<file path="src/rtl/spram_fifo_ctrl.sv">
// FIFO controller arbitrating one external single-port RAM between pushes and pops.
// Optional almost_full output is enabled by defining SPRAM_FIFO_CTRL_ALMOST_FULL_EN.
module spram_fifo_ctrl #(
    parameter int unsigned DATA_WIDTH = 32,
    parameter int unsigned ADDR_WIDTH = 2
`ifdef SPRAM_FIFO_CTRL_ALMOST_FULL_EN
    ,
    parameter int unsigned AFULL_LEVEL = 3
`endif
) (
    input  logic                  clk,
    input  logic                  resetn,
    input  logic                  s_valid,
    output logic                  s_ready,
    input  logic [DATA_WIDTH-1:0] s_data,
    output logic                  m_valid,
    input  logic                  m_ready,
    output logic [DATA_WIDTH-1:0] m_data,
    output logic [ADDR_WIDTH:0]   count,
    output logic [ADDR_WIDTH-1:0] ram_addr,
    output logic [DATA_WIDTH-1:0] ram_din,
    output logic                  ram_wen,
`ifdef SPRAM_FIFO_CTRL_ALMOST_FULL_EN
    output logic                  almost_full,
`endif
    input  logic [DATA_WIDTH-1:0] ram_dout
);

    localparam logic [ADDR_WIDTH:0] CntFull = (ADDR_WIDTH + 1)'(2 ** ADDR_WIDTH);
    localparam logic [ADDR_WIDTH:0] CntZero = '0;

    logic [ADDR_WIDTH-1:0] r_wr_ptr;
    logic [ADDR_WIDTH-1:0] r_rd_ptr;
    logic [ADDR_WIDTH:0]   r_ram_cnt;
    logic                  r_m_valid;
    logic                  r_last_rd;

    logic [ADDR_WIDTH-1:0] w_wr_ptr_nxt;
    logic [ADDR_WIDTH-1:0] w_rd_ptr_nxt;
    logic [ADDR_WIDTH:0]   w_ram_cnt_nxt;
    logic                  w_m_valid_nxt;
    logic                  w_last_rd_nxt;
    logic                  w_rd_req;
    logic                  w_wr_req;
    logic                  w_rd_grant;
    logic                  w_wr_grant;
    logic                  w_not_full;

    assign w_not_full = (r_ram_cnt != CntFull);
    assign w_rd_req   = (r_ram_cnt != CntZero) && (!r_m_valid || m_ready);
    assign w_wr_req   = s_valid && w_not_full;

    // An empty head always wins; otherwise alternate so neither side starves.
    assign w_rd_grant = w_rd_req && (!w_wr_req || !r_m_valid || !r_last_rd);
    assign w_wr_grant = w_wr_req && !w_rd_grant;

    always_comb begin
        w_wr_ptr_nxt  = r_wr_ptr;
        w_rd_ptr_nxt  = r_rd_ptr;
        w_ram_cnt_nxt = r_ram_cnt;
        w_m_valid_nxt = r_m_valid;
        w_last_rd_nxt = r_last_rd;
        if (w_wr_grant) begin
            w_wr_ptr_nxt  = r_wr_ptr + ADDR_WIDTH'(1);
            w_ram_cnt_nxt = r_ram_cnt + (ADDR_WIDTH + 1)'(1);
            w_last_rd_nxt = 1'b0;
        end else if (w_rd_grant) begin
            w_rd_ptr_nxt  = r_rd_ptr + ADDR_WIDTH'(1);
            w_ram_cnt_nxt = r_ram_cnt - (ADDR_WIDTH + 1)'(1);
            w_last_rd_nxt = 1'b1;
        end
        if (w_rd_grant) begin
            w_m_valid_nxt = 1'b1;
        end else if (r_m_valid && m_ready) begin
            w_m_valid_nxt = 1'b0;
        end
    end

    always_ff @(posedge clk or negedge resetn) begin
        if (!resetn) begin
            r_wr_ptr  <= '0;
            r_rd_ptr  <= '0;
            r_ram_cnt <= '0;
            r_m_valid <= 1'b0;
            r_last_rd <= 1'b0;
        end else begin
            r_wr_ptr  <= w_wr_ptr_nxt;
            r_rd_ptr  <= w_rd_ptr_nxt;
            r_ram_cnt <= w_ram_cnt_nxt;
            r_m_valid <= w_m_valid_nxt;
            r_last_rd <= w_last_rd_nxt;
        end
    end

    assign ram_addr = w_rd_grant ? r_rd_ptr : r_wr_ptr;
    assign ram_wen  = w_wr_grant;
    assign ram_din  = s_data;
    assign s_ready  = w_not_full && !w_rd_grant;
    assign m_valid  = r_m_valid;
    assign m_data   = ram_dout;
    assign count    = r_ram_cnt + {{ADDR_WIDTH{1'b0}}, r_m_valid};

`ifdef SPRAM_FIFO_CTRL_ALMOST_FULL_EN
    assign almost_full = (32'(count) >= AFULL_LEVEL);
`endif

endmodule

</file>
<file path="config.mk">
export PLATFORM = sky130hd
export DESIGN_NAME = spram_fifo_ctrl
export DESIGN_NICKNAME = d
export VERILOG_FILES = /design/src/rtl/spram_fifo_ctrl.sv
export SDC_FILE = /design/constraint.sdc
export NUM_CORES = 1
export LEC_CHECK = 0
export CAP_MARGIN = 30
export CORE_UTILIZATION = 33
export CTS_CLUSTER_DIAMETER = 40
export DETAILED_ROUTE_END_ITERATION = 10
export DONT_BUFFER_PORTS = 1
export PLACE_DENSITY = 0.45
export SLEW_MARGIN = 40
export SYNTH_ARGS = -nofsm -noshare
export SYNTH_HDL_FRONTEND = slang
export SYNTH_SLANG_ARGS = --single-unit
</file>
<file path="constraint.sdc">
create_clock -name clk -period 2 [get_ports clk]
set_clock_uncertainty 0.15 [all_clocks]
set_input_delay 0.6 -clock clk [delete_from_list [all_inputs] [get_ports clk]]
set_output_delay 0.6 -clock clk [all_outputs]
set_load 0.005 [all_outputs]
</file>
==> impl_results.md, run 1 <==
* WL per Instance at 15.00 µm
* Leakage at 0.3780 nW
* Synth area leaders: buf_4 47%, dfrtp_1 22%, xnor2_1 4.3%, nand2b_4 2.7%, ha_1 2.4%
* Sequential share of power at 0.241
* Cells after synthesis at 106
* Hold WC Path Type: reg2reg
* Die footprint at 3348 µm²
* Hold path startpoint: r_rd_ptr[1]
* Die Ht at 57.86 µm
* Pwr per Cell Area at 1937 nW/µm²
* Worst-case clock buffer depth at 2
* First-pass GRT wire length at 2463 µm
* Post-synthesis cell area at 1030 µm²
* Top Usage Layer GRT: met2
* Post-synth top area share at 0.4666
* Antenna violations before repair at 0
* Synth warnings at 0
* CTS Buf Count at 3
* Pin count of the biggest net entering global routing at 10
* Synth-to-layout area growth at -14.58%
* Nets at 140
* Netlist cell types at 25
* Fmax at 442.2 MHz
* Slowest-stage cell, CP: dfrtp_2
* Post-synth ARST share at 1.000
* Slew Viols, Final at 0
* GR Util All Layers at 0.1008
* Core box area at 2853 µm²
* N_diodes at 0
* Maxcap violations at 0
* Buffer and inverter count on the worst path at 3
* Yosys top cell by area: buf_4
* Slew headroom at 0.6993
* RSZ-0062 raised after global routing: true
* Internal at 0.001067 W
* CP Launch Type: flop
* Sw Share at 0.3737
* Syn_area_per_cell at 9.715 µm²
* Outcome: finished, violations left
* Starting density of the core at 0.3610
* DRT antenna net count at 0
* I/O pins at 140
* Top_reg_cell synth: dfrtp_1
* Hold Violations, Final at 0
* Clock power frac at 0.086
* Seq cells post-synth at 9
* Vias per cell at 4.747
* First-iteration detailed-routing DRC count at 16
* Sw power at 0.0006369 W
* Final worst-path cycle share at 1.131
* Critical path class: reg2out
* Syn Nets at 177
* GP Congestion at 0.6321
* Final WL at 1485 µm
* Grt ovf at 0
* Pin slew with the least headroom to its limit at 0.4496 ns
* Failing checks: DRC, setup timing
* Finished Layout Cells at 99
* Top delay family on crit path: flip-flops
* GRT met3 Usage at 0.09598
* Crit path required time at 1.25 ns
* Num rows at 19
* Detailed Place HPWL at 1030 µm
* Vias in the first global route at 520
* Register area share after synthesis at 0.2187
* Crit-path max FO at 3
* Most frequent cell after synthesis: buf_4
* Met2 usage at 0.1264
* Via Count at 470
* VDD IR max at 0.6461 mV
* CTS tree: yes
* Number of synthesized flops with an enable pin at 0
* Final TNS setup at -1.575 ns
* Skew-Pair Late Insertion Delay at 0.26 ns
* PortBufs at 0
* Crit path largest cell delay at 0.45 ns
* Root buffer cell: clkbuf_4
* Crit path cell chain: buf_4, buf_6, buf_6, ha_4, ha_4, xor2_2
* Setup violations, final at 9
* Final Worst Setup Slack at -0.2616 ns
* DIE WIDTH at 57.86 µm
* Top cells by count, synth: 64 x buf_4, 9 x dfrtp_1, 5 x xnor2_1
* Post-placement cell count at 81
* GR Util met1 at 0.1043
* CP Capture Type: output pin
* Comb power frac at 0.673
* Clk sinks at 9
* # DRC at 5
* Initial DRT Pass Iterations at 9
* H-Tree Depth at 1
* Min cycle time layout at 2.262 ns
* Worst Setup SP: r_ram_cnt[0]
* R2R Path Start: r_ram_cnt[0]
* WP data arrival at 1.51 ns
* Ratio of cells with drive above 1 in the final layout at 0.7353
* Clock transition at path regs at 0.07 ns
-- kinds of logic (layout without fill, tap and decap cells) --
| group | Yosys count | after routing | share of synthesized area |
|---|---|---|---|
| buf+inv | 66 | 28 | 0.4739 |
| simple gates | 14 | 14 | 0.1300 |
| flops | 9 | 9 | 0.2187 |
| xor+xnor | 7 | 7 | 0.05954 |
| compound gates | 4 | 4 | 0.02673 |
| fa+ha+maj | 3 | 3 | 0.04374 |
| mux | 3 | 3 | 0.04738 |
-- layer usage --
layer	share of wire	vias to the layer above
li1	-	188
met1	0.36	213
met2	0.42	55
met3	0.17	14
met4	0.042	0
met5	0	-
-- cell type report --
class                           instances  area, µm²
Clock buffer                            4      26.28
Fill cell                             296       1973
Inverter                                2      7.507
Multi-Input combinational cell         31      394.1
Sequential cell                         9      230.2
Tap cell                               31      38.79
Timing Repair Buffer                   22      182.7
-- worst reg2reg max path, stage by stage, from the launching register on --
cell and delay [ns]:
dfrtp_2 0.45, nor3b_4 0.27, buf_4 0.17, nand2b_4 0.14
nor2_4 0.04, inv_2 0.06, fa_2 0.41, mux2_1 0.29
-- through the flow --
| stage | power, W | utilization | instance area [µm²] | setup slack (ns) | hold WS, ns |
|---|---|---|---|---|---|
| after floorplan | 0.001056 | - | 1041 | -0.002762 | 0.1544 |
| after global placement | 0.001160 | 0.2311 | 659.4 | -0.002394 | 0.1546 |
| after detailed placement | 0.001171 | 0.2311 | 659.4 | -0.03384 | 0.1547 |
| after CTS | 0.001620 | 0.2921 | 833.3 | -0.2568 | 0.3301 |
| after global routing | 0.001857 | 0.3083 | 879.6 | -0.3309 | 0.3538 |
| final | 0.001704 | 0.3083 | 879.6 | -0.2616 | 0.3206 |
-- flip-flops by register name (all words and copies together) (netlist names) --
name	flops
r_last_rd	1
r_rd_ptr	2
r_wr_ptr	2
r_ram_cnt	3
m_valid	1
-- layout by cell type (no fill, tap or decap), drive strengths merged, types with 2 or more instances in the layout --
cell,netlist,routed
ha,2,2
xor2,2,2
dfrtp,9,9
nand2,2,2
nand2b,4,4
buf,64,21
nor2,4,4
inv,2,2
mux2,2,2
xnor2,5,5
clkbuf,0,4
o21ai,2,2
-- power by group through the flow --
| stage | Combinational, W | Sequential (W) | Clock, W |
|---|---|---|---|
| 3_5_place_dp | 0.000780 | 0.000391 | 0 |
| 4_1_cts | 0.00106 | 0.000404 | 0.000155 |
| 2_1_floorplan | 0.000663 | 0.000392 | 0 |
| 6_report | 0.00115 | 0.000410 | 0.000146 |
| 5_1_grt | 0.00127 | 0.000424 | 0.000161 |
| 3_3_place_gp | 0.000769 | 0.000391 | 0 |
-- final timing paths --
check | endpoint | slack, ns | depth (start not counted)
worst max-delay path | count[2] | -0.26 | 6
worst min-delay path | r_rd_ptr[1] | 0.32 | 1
worst max register to register | r_ram_cnt[1] | -0.09 | 7
worst min register to register | r_rd_ptr[1] | 0.32 | 1
max in group asynchronous | r_ram_cnt[2] | 0.79 | 1
min in group asynchronous | m_valid | 0.56 | 1
-- repair_timing --
action | in CTS | in global routing
endpoints found under the setup margin | 7 | 9
gates resized for setup | 16 | 5
endpoints found under the hold margin | 9 | 0
buffers inserted | 10 | 3
pin swaps | 6 | 4
hold buffers | 1 | 0
Note: power is estimated with default switching activity, not from simulation.
==> run 2: changes to the inputs <==
--- a/config.mk
+++ b/config.mk
@@ -5,12 +5,14 @@
 export SDC_FILE = /design/constraint.sdc
 export NUM_CORES = 1
 export LEC_CHECK = 0
-export CAP_MARGIN = 30
+export CAP_MARGIN = 15
 export CORE_UTILIZATION = 33
 export CTS_CLUSTER_DIAMETER = 40
 export DETAILED_ROUTE_END_ITERATION = 10
 export DONT_BUFFER_PORTS = 1
 export PLACE_DENSITY = 0.45
+export RECOVER_POWER = 100
+export SETUP_SLACK_MARGIN = 0.2
 export SLEW_MARGIN = 40
 export SYNTH_ARGS = -nofsm -noshare
 export SYNTH_HDL_FRONTEND = slang
==> impl_results.md, run 2 (synthesis gave the netlist of run 1 again) <==
* Outcome: finished, violations left
* Failing checks: DRC, setup timing
* R2R Setup Slk at -0.05 ns (+0.04 ns)
* CP Capture Type: output pin
* Min cycle time layout at 2.231 ns (-0.03028 ns)
* Starting density of the core at 0.3610 (unchanged)
* Hold path startpoint: r_rd_ptr[1]
* CTS Buf Count at 3 (unchanged)
* Slew headroom at 0.6920 (-0.007319)
* Pin slew with the least headroom to its limit at 0.4605 ns (+0.01094 ns)
* R2R Path Start: r_ram_cnt[1]
* Setup violations, final at 7 (-2)
* Synth-to-layout area growth at -23.82%
* Initial DRT Pass Iterations at 6 (-3)
* First-iteration detailed-routing DRC count at 16 (unchanged)
* GP Congestion at 0.6597 (+4.4%)
* Placed cell area at 655.6 µm² (-0.57%)
* Internal at 0.0009280 W (-13%)
* Comb power frac at 0.635 (-0.038)
* Commonest non-fill, non-tap cell in the layout: buf_4
* CTS tree: yes
* Ratio of cells with drive above 1 in the final layout at 0.6552 (-0.08012)
* Clock power frac at 0.095 (+0.009)
* Detailed Place HPWL at 1142 µm (+11%)
* Die Ht at 57.86 µm (unchanged)
* Clk sinks at 9 (unchanged)
* Crit-path max FO at 3 (unchanged)
* Sequential share of power at 0.270 (+0.029)
* Critical path class: reg2out
* Top reg by flops: r_ram_cnt
* First-pass GRT wire length at 2387 µm (-3.1%)
* GR Util All Layers at 0.09705 (-0.003751)
* PortBufs at 0 (unchanged)
* Worst-case clock buffer depth at 2 (unchanged)
* CP Launch Type: flop
* WL per Instance at 16.72 µm (+11%)
* Grt ovf at 0 (unchanged)
* Tot Pwr at 0.001517 W (-11%)
* Slowest-stage cell, CP: dfrtp_2
* Maxcap violations at 0 (unchanged)
* Largest registers: r_ram_cnt (3), r_rd_ptr (2), r_wr_ptr (2)
* Core box area at 2853 µm² (unchanged)
* RSZ-0062 raised after global routing: true
* Largest register FFs at 3 (unchanged)
* Final WL at 1488 µm (+0.20%)
* Crit path cell chain: nor3b_4, nor2_4, nor2_8, mux2_4
* VDD IR max at 0.6548 mV (+1.3%)
* Post-placement cell count at 79 (-2.5%)
* I/O pins at 140 (unchanged)
* N_diodes at 0 (unchanged)
* Crit path required time at 1.25 ns (about the same)
* Finished Layout Cells at 89 (-10%)
* Num rows at 19 (unchanged)
* Die footprint at 3348 µm² (unchanged)
* Skew-Pair Late Insertion Delay at 0.26 ns (about the same)
* Pin count of the biggest net entering global routing at 10 (unchanged)
* Leakage at 0.3179 nW (-16%)
* Buffer and inverter count on the worst path at 0 (-3)
* Root buffer cell: clkbuf_4
* Vias per cell at 4.820 (+1.5%)
* Final core utilization at 0.2750 (-0.03333)
* Fmax at 448.2 MHz (+1.4%)
* Hold Violations, Final at 0 (unchanged)
* Worst Hold Path EP: r_rd_ptr[1]
* Pwr per Cell Area at 1934 nW/µm² (-0.20%)
* Via Count at 429 (-8.7%)
* Hold WC Path Type: reg2reg
* Nets at 130 (-7.1%)
* Clock transition at path regs at 0.07 ns (about the same)
* Antenna violations before repair at 0 (unchanged)
* Layout filler cell count at 303 (+2.4%)
* H-Tree Depth at 1 (unchanged)
* Final worst-path cycle share at 1.116 (-0.01514)
* Reg area at 229.0 µm² (-0.54%)
* DIE WIDTH at 57.86 µm (unchanged)
* DRT antenna net count at 0 (unchanged)
* Commonest cells after routing, fill and taps aside: 9 x buf_4, 6 x dfrtp_1, 5 x xnor2_1
* Final TNS setup at -0.8670 ns (+0.7079 ns)
* Slew Viols, Final at 0 (unchanged)
* Top delay family on crit path: simple AND/OR/NAND/NOR gates
* # DRC at 8 (+3)
* Reg-to-Reg End: r_ram_cnt[1]
* WP data arrival at 1.48 ns (-0.03 ns)
* Final Worst Setup Slack at -0.2313 ns (+0.03028 ns)
* Sw Share at 0.3882 (+0.01450)
* Area occupied by multi-input gates at 382.9 µm² (-2.9%)
* WHS Path Cells at 1 (unchanged)
* Vias in the first global route at 470 (-9.6%)
* R2R depth at 7 (unchanged)
* Design Area, Final at 784.5 µm² (-11%)
* Sw power at 0.0005889 W (-7.5%)
* Crit path largest cell delay at 0.45 ns (about the same)
## run 2: per-layer routing
| layer | GRT usage | up-vias | share of wire |
|---|---|---|---|
| met5 | 0 | - | 0 |
| met4 | 0.09524 | 0 | 0.054 |
| met3 | 0.08036 | 20 | 0.17 |
| met2 | 0.1034 | 51 | 0.39 |
| met1 | 0.1113 | 188 | 0.38 |
| li1 | - | 170 | - |
## run 2: area by class of cell
type,count,area share
sequential,9,0.2919
clock buffer,4,0.03349
timing repair buffer,12,0.1276
multi-input combinational,31,0.4880
inverter,2,0.009569
tap,31,0.04944
## run 2: through the flow
step | hold WS, ns | setup slack, ns
floorplan | 0.1544 | -0.002743
global placement | 0.1548 | 0.006782
detailed placement | 0.1548 | 0.008359
CTS | 0.3286 | -0.2536
global route | 0.3569 | -0.3017
finish | 0.3261 | -0.2313
## run 2: timing repair
item | 4_1_cts | 5_1_grt
hold buffers | 1 | 0
pin swaps | 6 | 0
resized for setup | 11 | 3
hold endpoints to repair | 9 | 0
cloned | 0 | 0
setup endpoints to repair | 9 | 9
setup buffers | 4 | 1
## run 2: how the worst max path moves through the flow
stage	from	end	slack [ns]	cells after the start
floorplan	m_ready	ram_addr[1]	-0.003	4
global placement	m_ready	ram_addr[1]	0.007	4
detailed placement	m_ready	ram_addr[1]	0.008	4
CTS	r_ram_cnt[1]	ram_addr[1]	-0.25	4
global route	r_ram_cnt[1]	ram_addr[1]	-0.30	4
finish	r_ram_cnt[1]	ram_addr[1]	-0.23	4
## run 2: power groups by stage
stage / clock [W] / sequential [W] / combinational, W
final: 0.000144 / 0.000409 / 0.000964
after global routing: 0.000158 / 0.000428 / 0.00108
after CTS: 0.000153 / 0.000412 / 0.000937
after detailed placement: 0 / 0.000405 / 0.000760
after global placement: 0 / 0.000400 / 0.000753
after floorplan: 0 / 0.000403 / 0.000678
==> run 3: changes to the inputs <==
--- a/config.mk
+++ b/config.mk
@@ -6,6 +6,7 @@
 export NUM_CORES = 1
 export LEC_CHECK = 0
 export CAP_MARGIN = 15
+export CORE_ASPECT_RATIO = 1.1
 export CORE_UTILIZATION = 33
 export CTS_CLUSTER_DIAMETER = 40
 export DETAILED_ROUTE_END_ITERATION = 10
==> impl_results.md, run 3 (synthesis gave the netlist of run 1 again) <==
* Clock power frac at 0.084 (-0.011)
* Layout filler cell count at 308 (+1.7%)
* CP Capture Type: output pin
* Sw power at 0.0006168 W (+4.7%)
* Final Worst Setup Slack at -0.1894 ns (+0.04190 ns)
* Final core utilization at 0.3022 (+0.02719)
* Ratio of cells with drive above 1 in the final layout at 0.7273 (+0.07210)
* WP data arrival at 1.44 ns (-0.04 ns)
* Clk sinks at 9 (unchanged)
* Worst-case clock buffer depth at 2 (unchanged)
* Detailed Place HPWL at 1350 µm (+18%)
* Antenna violations before repair at 0 (unchanged)
* Commonest cells after routing, fill and taps aside: 16 x buf_4, 6 x dfrtp_1, 4 x xnor2_1, 4 x clkbuf_4
* Slew Viols, Final at 0 (unchanged)
* VDD IR max at 0.7688 mV (+17%)
* Internal at 0.001029 W (+11%)
* GR Util All Layers at 0.1029 (+0.005827)
* Hold Violations, Final at 0 (unchanged)
* Slew headroom at 0.7098 (+0.01785)
* Root buffer cell: clkbuf_4
* Grt ovf at 0 (unchanged)
* Outcome: finished, violations left
* M1 WL at 495 µm (-12%)
* Fmax at 456.7 MHz (+1.9%)
* CTS Buf Count at 3 (unchanged)
* WL per Instance at 17.18 µm (+2.8%)
* Detail Route met3 WL at 308 µm (+19%)
* Clock transition at path regs at 0.06 ns (about the same)
* Crit-path max FO at 3 (unchanged)
* RSZ-0062 raised after global routing: true
* Sequential share of power at 0.247 (-0.023)
* Nets at 138 (+6.2%)
* Failing checks: setup timing
* Post-placement cell count at 86 (+8.9%)
* Largest registers: r_ram_cnt (3), r_rd_ptr (2), r_wr_ptr (2)
* DIE WIDTH at 55.26 µm (-4.5%)
* Starting density of the core at 0.3610 (unchanged)
* Critical path class: reg2out
* Via Count at 454 (+5.8%)
* Finished Layout Cells at 99 (+11%)
* Crit path required time at 1.25 ns (about the same)
* Hold WC Path Type: reg2reg
* GP Congestion at 0.7161 (+8.5%)
* First-pass GRT wire length at 2580 µm (+8.1%)
* Post-Place Setup Slack at -0.01261 ns (-0.02097 ns)
* Die footprint at 3348 µm² (about the same)
* Vias in the first global route at 515 (+9.6%)
* CTS tree: yes
* PortBufs at 0 (unchanged)
* Leakage at 0.3687 nW (+16%)
* Top reg by flops: r_ram_cnt
* Core box area at 2853 µm² (unchanged)
* Pin count of the biggest net entering global routing at 10 (unchanged)
* First-iteration detailed-routing DRC count at 5 (-11)
* Die Ht at 60.59 µm (+4.7%)
* Vias per cell at 4.586 (-4.9%)
* Comb power frac at 0.669 (+0.034)
* Met2 wire len at 873 µm (+50%)
* DRT antenna net count at 0 (unchanged)
* Maxcap violations at 0 (unchanged)
* Setup violations, final at 8 (+1)
* Largest register FFs at 3 (unchanged)
* H-Tree Depth at 1 (unchanged)
* Final WL at 1701 µm (+14%)
* Skew-Pair Late Insertion Delay at 0.26 ns (about the same)
* Synth-to-layout area growth at -16.28%
* Pwr per Cell Area at 1909 nW/µm² (-1.3%)
* Sw Share at 0.3747 (-0.01353)
* CP Launch Type: flop
* I/O pins at 140 (unchanged)
* Commonest non-fill, non-tap cell in the layout: buf_4
* Initial DRT Pass Iterations at 4 (-2)
* Min cycle time layout at 2.189 ns (-0.04190 ns)
* Num rows at 20 (+1)
* # DRC at 0 (-8)
* Pin slew with the least headroom to its limit at 0.4338 ns (-0.02669 ns)
* Max layer used: met4
* Final worst-path cycle share at 1.095 (-0.02095)
* Final TNS setup at -0.9123 ns (-0.04533 ns)
* N_diodes at 0 (unchanged)
-- run 3: changes by cell type in the layout (fill, tap and decap cells not counted) --
| cell | before | now |
|---|---|---|
| xnor2_1 | 5 | 4 |
| and2_4 | 0 | 1 |
| nand2_4 | 0 | 1 |
| buf_4 | 9 | 16 |
| nand2_2 | 1 | 0 |
| and2_0 | 1 | 0 |
| clkbuf_4 | 3 | 4 |
| xnor2_2 | 0 | 1 |
-- run 3: critical path: stages (launching register included) --
cell and delay [ns]:
dfrtp_2 0.44, nor3b_4 0.26, nor2_4 0.07, nor2_8 0.10
mux2_4 0.31
-- run 3: cell type report --
class | instances | area, µm² | share of cell area
clock buffers | 4 | 26.28 | 0.03048
inverters | 2 | 7.507 | 0.008708
multi-input cells | 31 | 397.9 | 0.4615
flip-flops and latches | 9 | 229.0 | 0.2656
well taps | 33 | 41.29 | 0.04790
repair buffers | 20 | 160.2 | 0.1858
-- run 3: power groups by stage --
stage / Combinational [W] / Clock, W / Sequential (W)
2_1_floorplan: 0.000678 / 0 / 0.000403
3_3_place_gp: 0.000828 / 0 / 0.000401
3_5_place_dp: 0.000834 / 0 / 0.000403
4_1_cts: 0.00107 / 0.000149 / 0.000408
5_1_grt: 0.00120 / 0.000159 / 0.000424
6_report: 0.00110 / 0.000138 / 0.000406
-- run 3: through the flow --
step / total power [W] / area, µm² / hold WS (ns)
floorplan: 0.001081 / 1052 / 0.1544
global placement: 0.001230 / 695.7 / 0.1547
detailed placement: 0.001237 / 695.7 / 0.1546
CTS: 0.001624 / 834.6 / 0.3292
global route: 0.001784 / 862.1 / 0.3560
finish: 0.001646 / 862.1 / 0.3228
-- run 3: routing by layer --
metal / vias up / GRT usage
li1: 184 / -
met1: 198 / 0.08839
met2: 60 / 0.1790
met3: 12 / 0.06610
met4: 0 / 0.07143
met5: - / 0
-- run 3: path summary, 6_finish.rpt --
path | cells past startpoint | endpoint | from | slack [ns]
max | 4 | ram_addr[1] | r_ram_cnt[0] | -0.19
max reg2reg | 7 | r_ram_cnt[1] | r_ram_cnt[0] | -0.03
min in group asynchronous | 1 | r_wr_ptr[0] | resetn | 0.57
min reg2reg | 1 | r_rd_ptr[1] | r_rd_ptr[1] | 0.32
min | 1 | r_rd_ptr[1] | r_rd_ptr[1] | 0.32
max in group asynchronous | 1 | r_ram_cnt[1] | resetn | 0.81
-- run 3: repair_timing --
action / 4_1_cts / 5_1_grt
endpoints found under the hold margin: 9 / 0
gates resized for setup: 13 / 2
hold buffers: 1 / 0
setup buffers: 6 / 2
pin swaps: 3 / 3
setup endpoints to repair: 9 / 9
